[config.mk]
export PLATFORM = sky130hd
export DESIGN_NAME = inert_intf_ctrl
export DESIGN_NICKNAME = d
export VERILOG_FILES = /design/src/rtl/inert_intf_ctrl.sv
export SDC_FILE = /design/constraint.sdc
export NUM_CORES = 1
export LEC_CHECK = 0
export CAP_MARGIN = 20
export CELL_PAD_IN_SITES_DETAIL_PLACEMENT = 0
export CELL_PAD_IN_SITES_GLOBAL_PLACEMENT = 1
export CORE_ASPECT_RATIO = 0.8
export CORE_MARGIN = 8
export CORE_UTILIZATION = 30
export CTS_CLUSTER_DIAMETER = 60
export DETAILED_ROUTE_END_ITERATION = 16
export PLACE_DENSITY = 0.64
export RECOVER_POWER = 25
export SLEW_MARGIN = 20
export SYNTH_ARGS = -nofsm -noshare
export SYNTH_HDL_FRONTEND = slang
export SYNTH_SLANG_ARGS = --single-unit
[constraint.sdc]
create_clock -name clk -period 2.8 [get_ports clk]
set_clock_uncertainty 0.1 [all_clocks]
set_input_delay 0.42 -clock clk [delete_from_list [all_inputs] [get_ports clk]]
set_output_delay 0.42 -clock clk [all_outputs]
set_load 0.03 [all_outputs]
[src/rtl/inert_intf_ctrl.sv]
// Inertial sensor SPI controller: waits out power-up, configures the gyro,
// then reads yaw rate (and, with INERT_PTCH_EN, pitch rate) on each INT.
//
// Ports:
//   clk, rst_n          clock, synchronous active-low reset
//   INT                 async data-ready from the sensor
//   done, resp          SPI transaction-complete pulse and response word
//   snd, cmd            SPI start pulse and registered command word
//   init_done           sticky once configuration finishes
//   yaw_rt              signed yaw rate {high, low}
//   ptch_rt             signed pitch rate (only with INERT_PTCH_EN)
//   vld                 one-cycle pulse when new rate sample(s) are valid
//
// Build option: define INERT_PTCH_EN to add pitch-rate reads and ptch_rt.
module inert_intf_ctrl #(
  parameter int INIT_WAIT = 65535
) (
  input  logic        clk,
  input  logic        rst_n,
  input  logic        INT,
  input  logic        done,
  input  logic [15:0] resp,
  output logic        snd,
  output logic [15:0] cmd,
  output logic        init_done,
  output logic [15:0] yaw_rt,
`ifdef INERT_PTCH_EN
  output logic [15:0] ptch_rt,
`endif
  output logic        vld
);

  localparam logic [15:0] WAIT_VAL = 16'(INIT_WAIT);

  typedef enum logic [3:0] {
    INIT_WT,
    CFG_INT,
    CFG_GYRO,
    CFG_RND,
    IDLE,
    RD_YL,
    RD_YH
`ifdef INERT_PTCH_EN
    ,
    RD_PL,
    RD_PH
`endif
  } state_t;

  state_t      state;
  logic [15:0] timer;
  logic        int_s1;
  logic        int_s2;
  logic [7:0]  yaw_lo;
`ifdef INERT_PTCH_EN
  logic [7:0]  yaw_hi;
  logic [7:0]  ptch_lo;
`endif

  // Only the low response byte carries register data.
  logic unused_resp;
  assign unused_resp = ^resp[15:8];

  always_ff @(posedge clk) begin
    if (!rst_n) begin
      state     <= INIT_WT;
      timer     <= 16'h0000;
      snd       <= 1'b0;
      cmd       <= 16'h0000;
      init_done <= 1'b0;
      yaw_rt    <= 16'h0000;
      vld       <= 1'b0;
      int_s1    <= 1'b0;
      int_s2    <= 1'b0;
      yaw_lo    <= 8'h00;
`ifdef INERT_PTCH_EN
      ptch_rt   <= 16'h0000;
      yaw_hi    <= 8'h00;
      ptch_lo   <= 8'h00;
`endif
    end else begin
      snd    <= 1'b0;
      vld    <= 1'b0;
      int_s1 <= INT;
      int_s2 <= int_s1;
      unique case (state)
        INIT_WT: begin
          // Timer parks at the limit; the state change ends the wait.
          if (timer == WAIT_VAL) begin
            snd   <= 1'b1;
            cmd   <= 16'h0D02;
            state <= CFG_INT;
          end else begin
            timer <= timer + 16'd1;
          end
        end
        CFG_INT: if (done) begin
          snd   <= 1'b1;
          cmd   <= 16'h1160;
          state <= CFG_GYRO;
        end
        CFG_GYRO: if (done) begin
          snd   <= 1'b1;
          cmd   <= 16'h1440;
          state <= CFG_RND;
        end
        CFG_RND: if (done) begin
          init_done <= 1'b1;
          state     <= IDLE;
        end
        IDLE: if (int_s2) begin
          snd   <= 1'b1;
          cmd   <= 16'hA600;
          state <= RD_YL;
        end
        RD_YL: if (done) begin
          yaw_lo <= resp[7:0];
          snd    <= 1'b1;
          cmd    <= 16'hA700;
          state  <= RD_YH;
        end
`ifdef INERT_PTCH_EN
        RD_YH: if (done) begin
          yaw_hi <= resp[7:0];
          snd    <= 1'b1;
          cmd    <= 16'hA200;
          state  <= RD_PL;
        end
        RD_PL: if (done) begin
          ptch_lo <= resp[7:0];
          snd     <= 1'b1;
          cmd     <= 16'hA300;
          state   <= RD_PH;
        end
        RD_PH: if (done) begin
          yaw_rt  <= {yaw_hi, yaw_lo};
          ptch_rt <= {resp[7:0], ptch_lo};
          vld     <= 1'b1;
          state   <= IDLE;
        end
`else
        RD_YH: if (done) begin
          yaw_rt <= {resp[7:0], yaw_lo};
          vld    <= 1'b1;
          state  <= IDLE;
        end
`endif
        default: state <= INIT_WT;
      endcase
    end
  end

endmodule

Word level (Yosys, flattened, before mapping)
Index checks and enable logic that the tools add are counted.
{ "classes": {"n_mux": 17, "bitwise_logic": 1, "reduce_logical": 11, "n_eq_ne": 13, "addsub": 1} }
{ "op_table": {"columns": ["op", "n"], "rows": [
  ["$mux W16", 5],
  ["$pmux W16 S5", 1],
  ["$mux W4", 6],
  ["$pmux W4 S6", 1],
  ["$add A16 B1 Y16 const B", 1],
  ["$eq A16 B16 Y1 const B", 1],
  ["$eq A4 B3 Y1 const B", 3],
  ["$reduce_and A6 Y1", 2],
  ["$ne A2 B2 Y1 const B", 5],
  ["$reduce_and A2 Y1", 5],
  ["$eq A4 B2 Y1 const B", 2],
  ["$reduce_bool A5 Y1", 1],
  ["$eq A4 B1 Y1 const B", 1],
  ["$logic_not A4 Y1", 1],
  ["$mux W1", 3],
  ["$pmux W1 S3", 1],
  ["$reduce_or A3 Y1", 1],
  ["$ne A2 B1 Y1 const B", 1],
  ["$reduce_or A2 Y1", 1],
  ["$not A1 Y1", 1]
]} }
{ "totals": {"output_inout_bits": 35, "wordCells": 53, "in_bits": 20, "reg_bits": 65} }

Longest topological paths before layout
Gate-level depths: netlist of the first run.
{ "depth": {"word_depth": 4, "depth_mapped": 7, "mapped_depth_nobuf": 5} }

Least setup slack after synthesis of the first run
Ideal clock, no wire load.
{ "synth_timing": {"path_type": "flip-flop to flip-flop", "startpoint": "register state[2]", "endpoint": "register timer[13]", "n_path_buf": 1, "required_ps": 2630, "path_stages_with_launch": 6, "arrival_ps": 1939, "setup_time_ps": 70, "path_slack_ps": 691, "period_less_slack_ps": 2109, "cell_sequence": "dfxtp_1 > buf_6 > or3_4 > or4_4 > or4_1 > a21oi_1"} }
{ "synth_between": {"elab_chain_len": 2} }
{ "synth_rtl": {"columns": ["element", "line_no", "source"], "rows": [
  ["start: declaration", "50", "state_t state;"],
  ["start signal: assignment", "66", "state <= INIT_WT;"],
  ["start signal: assignment", "92", "state <= CFG_INT;"],
  ["start signal: assignment", "100", "state <= CFG_GYRO;"],
  ["$logic_not A4 Y1", "86", "unique case (state)"],
  ["$reduce_and A2 Y1 (no source line)", null, null],
  ["end signal: assignment", "94", "timer <= timer + 16'd1;"],
  ["end: declaration", "51", "logic [15:0] timer;"]
]} }
Every way passes these cells.
A chain may end at the register's enable or synchronous reset.

Worst setup path in the final report of the first run
{ "layout_timing": {"startpoint": "register state[2]", "endpoint": "register timer[15]"} }
Same word-level chain as after synthesis.

==> results.py, run 1 <==
metrics = {
    "power_and_ir_drop": {
        "total_leakage_power_nw": 0.950,
        "power.density_nw_per_um2": 465,
        "fin_total_pwr_mw": 1.36,
        "peakVddDrop_mv": 0.179,
    },
    "detailed_routing": {
        "met2RoutedLength_um": 2520,
        "drt_first_iter_violations": 126,
        "drt-vias-per-instance": 4.90,
        "routed_wl_um": 5800,
        "dr_total_vias": 2116,
        "uppermost_layer_routed": "met4",
        "drc": 0,
        "drt_first_pass_iters": 4,
        "avgRoutedWirePerCell_um": 13.4,
        "wl_met1_um": 2880,
        "routed-wl-met3_um": 333,
        "drtAntennaViolNets": 0,
    },
    "clocking": {
        "clock_sinks": 54,
        "clk_root_buffer_cell": "clkbuf_8",
        "worst_setup_hold_path_clk_slew_ns": 0.10,
        "ctsResizeCount": 0,
        "clock_latency_ns": 0.31,
        "cts-root-to-sink-buffers": 2,
        "numCtsBuffers": 5,
        "cts.hold.buffers_added": 0,
        "number_of_h_tree_levels": 2,
        "cts_tree": "built",
        "cts_setup_buffers": 0,
    },
    "critical_path": {
        "timing.critical_path.fanout_max": 21,
        "worstPathRequired_ns": 2.94,
        "timing.reg2reg.worst_path_depth": 4,
        "worst-r2r-setup-slack_ns": 0.57,
        "reg2reg_to": "timer[15]",
        "r2r_start": "state[2]",
        "worst_setup_path_start_kind": "flip-flop",
        "setup.worst_path.class": "flip-flop to flip-flop",
        "critPathArrivalTime_ns": 2.37,
        "worst_setup_path_end_kind": "flip-flop",
    },
    "grt": {
        "initial_antenna_violation_count": 0,
        "via_count_of_the_first_global_routing_pass": 1954,
        "grt_util_all_layers": 0.106,
        "grt_overflow_total": 0,
        "maximum_number_of_pins_on_one_net_before_global_route_repair": 31,
        "grt_first_pass_wirelength_um": 9400,
    },
    "placement": {
        "place.port_buffers": 40,
        "detailed_place_hpwl_um": 3970,
        "gp_congestion": 0.716,
    },
    "sta": {
        "slew_violations": 0,
        "timing.final.setup_violations": 0,
        "post-route-period-util": 0.797,
        "finalCriticalPeriod_ns": 2.23,
        "slew_headroom": 0.549,
        "rsz0062_at_grt": "false",
        "clock.fmax_mhz": 448,
        "report.final.hold_viol_count": 0,
        "setup-tns-final_ns": 0,
        "worst_slew_pin_slew_ns": 0.677,
    },
    "min_path": {
        "worstHoldPathType": "flip-flop to flip-flop",
        "hold_path_end": "int_s2",
        "worst_min_delay_path_startpoint": "int_s1",
        "min_path_cells": 1,
    },
    "synthesis": {
        "postSynthRegisterBits": 54,
        "synth_cell_types": 46,
        "ys_warn_count": 0,
        "async_flop_share": 0,
        "leading_cell_type_by_number_of_instances_after_synthesis": "nand2_1",
        "synth_area_leader_cell": "dfxtp_1",
        "sequential_share_of_the_synthesized_area": 0.457,
        "synth_common_cells": "nand2_1 (59), dfxtp_1 (54), a21oi_1 (45)",
        "synthTopCellsByArea": "dfxtp_1 (46%), a21oi_1 (9.5%), nand2_1 (9.4%)",
        "postSynthCellCount": 291,
        "synth-main-ff-cell": "dfxtp_1",
        "netlist.area_leader.share": 0.457,
        "netlist_area_sq_um": 2360,
        "synth_edf_count": 0,
        "post_synth.cell_area_avg_sq_um": 8.12,
    },
    "die": {
        "io_pins": 55,
        "start_util": 0.303,
        "die_x_um": 115,
        "die-height_um": 95.4,
        "num_rows": 29,
        "design.die.area_sq_um": 11000,
        "placeableCoreArea_sq_um": 7800,
    },
    "finish": {
        "finalNetCount": 344,
        "final_layout_size_suffix_gt1_frac": 0.0741,
        "diodes": 0,
        "syn2layout_area_growth_pct": 23.8,
    },
    "run": {
        "cap_violations": 0,
    },
    "run_status": {
        "outcome": "completed",
    },
}
## flip-flops by register name, indices dropped and copies added (netlist names)
signal and cells:
yaw_lo 8, init_done 1, cmd 6, yaw_rt 16
vld 1, state 3, timer 16, int_s1 1
int_s2 1, snd 1
## worst max path at each step
stage / from / to / slack (ns) / cells after the start
detailed placement: done / yaw_lo[5] / 0.52 / 5
CTS: state[2] / timer[15] / 0.56 / 4
global placement: done / yaw_lo[5] / 0.53 / 5
global route: timer[0] / timer[7] / 0.43 / 7
floorplan: state[2] / timer[13] / 0.69 / 5
finish: state[2] / timer[15] / 0.57 / 4
## layout make-up
cell class                 count  area (sq um)
multi-input combinational    208          1130
timing repair buffer          48           465
fill                         825          4880
tap                          108           135
clock inverter                 2          12.5
inverter                       6          22.5
clock buffer                   6          82.6
sequential                    54          1080
## critical path: stages (launching register included)
cell and delay, ns:
dfxtp_1 0.33, or3_4 0.49, or4_4 0.61, or4_1 0.49, a21oi_1 0.14
## layer usage
layer | track usage | up-vias
li1 | - | 1079
met1 | 0.139 | 991
met2 | 0.162 | 40
met3 | 0.0348 | 6
met4 | 0.0360 | 0
met5 | 0 | -
## cells in the final DEF (no fill, tap or decap), drive strengths merged, types with 3 or more instances in the layout
master,count
nand4,5
or4,9
o41ai,5
o21ai,13
a21oi,45
inv,6
dfxtp,54
nor3,6
nor2,9
or3b,3
nand3,6
o31ai,7
dlygate4sd3,14
or3,5
clkbuf,8
nand2,59
clkdlybuf4s50,26
and2,3
buf,6
conb,6
## metrics by stage
stage | util | hold WS (ns) | cells | setup WS [ns] | area [sq um]
2_1_floorplan | - | 0.312 | 296 | 0.691 | 2380
3_5_place_dp | 0.364 | 0.325 | 424 | 0.520 | 2840
6_report | 0.375 | 0.346 | 432 | 0.568 | 2930
5_1_grt | 0.375 | 0.365 | 432 | 0.430 | 2930
3_3_place_gp | 0.364 | 0.317 | 424 | 0.532 | 2840
4_1_cts | 0.376 | 0.350 | 432 | 0.563 | 2930
## cells by family (layout without fill, tap and decap cells)
logic type                 count (synthesis)  after routing  synth area share
buffers and inverters                     34             62            0.0768
other                                      1              6           0.00159
AOI/OAI and AO/OA                         83             83             0.209
DFF                                       54             54             0.457
adders and majority gates                  1              1           0.00529
and+or+nand+nor                          117            117             0.246
muxes                                      1              1           0.00424
## power by group
group          total (mW)  switching [mW]  internal [mW]
Clock               0.471           0.271          0.200
Sequential          0.789          0.0103          0.778
Combinational       0.100          0.0567         0.0435
Note: power is estimated with default switching activity, not from simulation.
==> inputs of run 2 (changes only) <==
--- a/config.mk
+++ b/config.mk
@@ -13,7 +13,7 @@
 export CORE_UTILIZATION = 30
 export CTS_CLUSTER_DIAMETER = 60
 export DETAILED_ROUTE_END_ITERATION = 16
-export PLACE_DENSITY = 0.64
+export PLACE_DENSITY = 0.66
 export RECOVER_POWER = 25
 export SLEW_MARGIN = 20
 export SYNTH_ARGS = -nofsm -noshare
==> constraint.sdc (replaced) <==
create_clock -name clk -period 1.95 [get_ports clk]
set_clock_uncertainty 0.1 [all_clocks]
set_input_delay 0.2925 -clock clk [delete_from_list [all_inputs] [get_ports clk]]
set_output_delay 0.2925 -clock clk [all_outputs]
set_load 0.03 [all_outputs]
==> run 2 against run 1 <==
Effect of this change:
- fmax rose by 15%
- via count rose by 0.95%
- clock-buffer cell count fell by 1
- design area rose by 6.5%
- combinational power rose by 50%
- non-clock buffer count rose by 17
- clock power rose by 38%
- critical path type unchanged
- largest power group unchanged
==> results.py, run 2 (synthesis results as in run 1) <==
metrics = {
    "run_status": {
        "outcome": "completed",
    },
    "grt": {
        "grt_first_pass_wirelength_um": 9890,
        "grt_util_all_layers": 0.111,
        "initial_antenna_violation_count": 0,
        "via_count_of_the_first_global_routing_pass": 2078,
        "maximum_number_of_pins_on_one_net_before_global_route_repair": 37,
        "grt_overflow_total": 0,
    },
    "sta": {
        "holdWs_ns": 0.353,
        "timing.final.ws_setup_ns": 0.00198,
        "finalCriticalPeriod_ns": 1.95,
        "slew_violations": 0,
        "report.final.hold_viol_count": 0,
        "slew_headroom": 0.645,
        "timing.final.setup_violations": 0,
        "post-route-period-util": 0.999,
        "rsz0062_at_grt": "true",
        "clock.fmax_mhz": 513,
        "worst_slew_pin_slew_ns": 0.533,
    },
    "clocking": {
        "worst_setup_hold_path_clk_slew_ns": 0.11,
        "clk_root_buffer_cell": "clkbuf_8",
        "clock_latency_ns": 0.31,
        "clock_sinks": 54,
        "number_of_h_tree_levels": 2,
        "cts_tree": "built",
        "numCtsBuffers": 5,
        "cts-root-to-sink-buffers": 2,
    },
    "critical_path": {
        "timing.critical_path.fanout_max": 5,
        "worstPathRequired_ns": 2.10,
        "slowest_delay_ns": 0.50,
        "crit_chain": "or3_4 > or3_4 > or4_1 > a21oi_2",
        "worst_setup_path_end_kind": "flip-flop",
        "worst_setup_path_start_kind": "flip-flop",
        "setup.worst_path.class": "flip-flop to flip-flop",
        "slowest_stage": "or4_1",
        "timing.critical_path.mode_cell": "or3_4",
        "critPathArrivalTime_ns": 2.10,
    },
    "power_and_ir_drop": {
        "total_leakage_power_nw": 0.994,
        "peakVddDrop_mv": 0.309,
        "power.density_nw_per_um2": 622,
    },
    "die": {
        "start_util": 0.303,
        "die-height_um": 95.4,
        "die_x_um": 115,
        "io_pins": 55,
        "num_rows": 29,
        "design.die.area_sq_um": 11000,
        "placeableCoreArea_sq_um": 7800,
    },
    "finish": {
        "seq_area_sq_um": 1080,
        "final_layout_size_suffix_gt1_frac": 0.147,
        "finalNetCount": 361,
        "layout_commonest_cell": "nand2_1",
        "syn2layout_area_growth_pct": 31.8,
        "diodes": 0,
        "mostFrequentLayoutCells": "nand2_1 (59), dfxtp_1 (52), a21oi_1 (43)",
        "num-fill-cells": 827,
        "final-instance-count-excl-fill": 449,
        "largest_registers": "timer: 16 flops, yaw_rt: 16 flops, yaw_lo: 8 flops",
        "multi_input_comb_area_sq_um": 1160,
    },
    "placement": {
        "gp_congestion": 0.731,
        "place_inst": 438,
        "place.port_buffers": 40,
        "detailed_place_hpwl_um": 4130,
        "post-place-ws_ns": -0.0247,
    },
    "run": {
        "cap_violations": 0,
    },
    "detailed_routing": {
        "drtAntennaViolNets": 0,
        "routed_wl_um": 5990,
        "drt_first_pass_iters": 5,
        "avgRoutedWirePerCell_um": 13.3,
        "dr_total_vias": 2136,
        "drt-vias-per-instance": 4.76,
        "drt_first_iter_violations": 71,
        "drc": 0,
    },
    "min_path": {
        "worstHoldPathType": "flip-flop to flip-flop",
    },
}
run 2: cell count changes in the layout (fill, tap and decap cells not counted), moves of 2 or more:
cell / before / now
dfxtp_1: 54 / 52
buf_4: 5 / 19
buf_12: 1 / 3
clkdlybuf4s50_1: 26 / 39
a21oi_2: 0 / 2
dlygate4sd3_1: 14 / 1
dfxtp_2: 0 / 2
a21oi_1: 45 / 43
run 2: repair_timing:
item	4_1_cts	5_1_grt
hold endpoints to repair	0	0
pin swaps	1	4
endpoints found under the setup margin	3	6
hold buffers	0	0
resized for setup	1	10
buffers inserted	0	3
run 2: final cells by class:
class,instances,share of cell area
well taps,108,0.0434
clock inverters,3,0.00804
repair buffers,65,0.200
clock buffers,5,0.0221
inverters,6,0.00723
multi-input cells,208,0.372
flip-flops and latches,54,0.348
run 2: critical path: cells and delay by family, from the launching register on:
| family | cells | cell delay [ns] |
|---|---|---|
| AND/OR/NAND/NOR | 3 | 1.32 |
| AO/OA/AOI/OAI | 1 | 0.14 |
| flip-flops | 1 | 0.33 |
run 2: path summary, 6_finish.rpt:
check                                  to  slack, ns      start  depth (start not counted)
worst min register to register  yaw_rt[4]       0.35  yaw_lo[4]                          2
worst max register to register  timer[14]      0.002   state[2]                          4
worst max-delay path            timer[14]      0.002   state[2]                          4
worst min-delay path            yaw_rt[4]       0.35  yaw_lo[4]                          2
run 2: routing by layer:
layer  vias to the layer above  wire [um]  GRT usage
met5                         -          0          0
met4                         0         46     0.0294
met3                         5        342     0.0342
met2                        46       2520      0.171
met1                       972       3080      0.148
li1                       1113          -          -
run 2: report_power, final:
part           leakage [nW]  switching (mW)  internal [mW]
Sequential            0.437          0.0154           1.12
Clock                0.0447           0.392          0.260
Combinational         0.513          0.0838         0.0659
Total                 0.994           0.491           1.44
run 2: through the flow:
stage          utilization  area, sq um  power [mW]  TNS, ns
4_1_cts              0.394         3070        1.97        0
3_5_place_dp         0.382         2980        1.31  -0.0413
5_1_grt              0.399         3110        2.02   -0.238
3_3_place_gp         0.382         2980        1.31  -0.0287
6_report             0.399         3110        1.94        0
2_1_floorplan            -         2400        1.26   -0.224
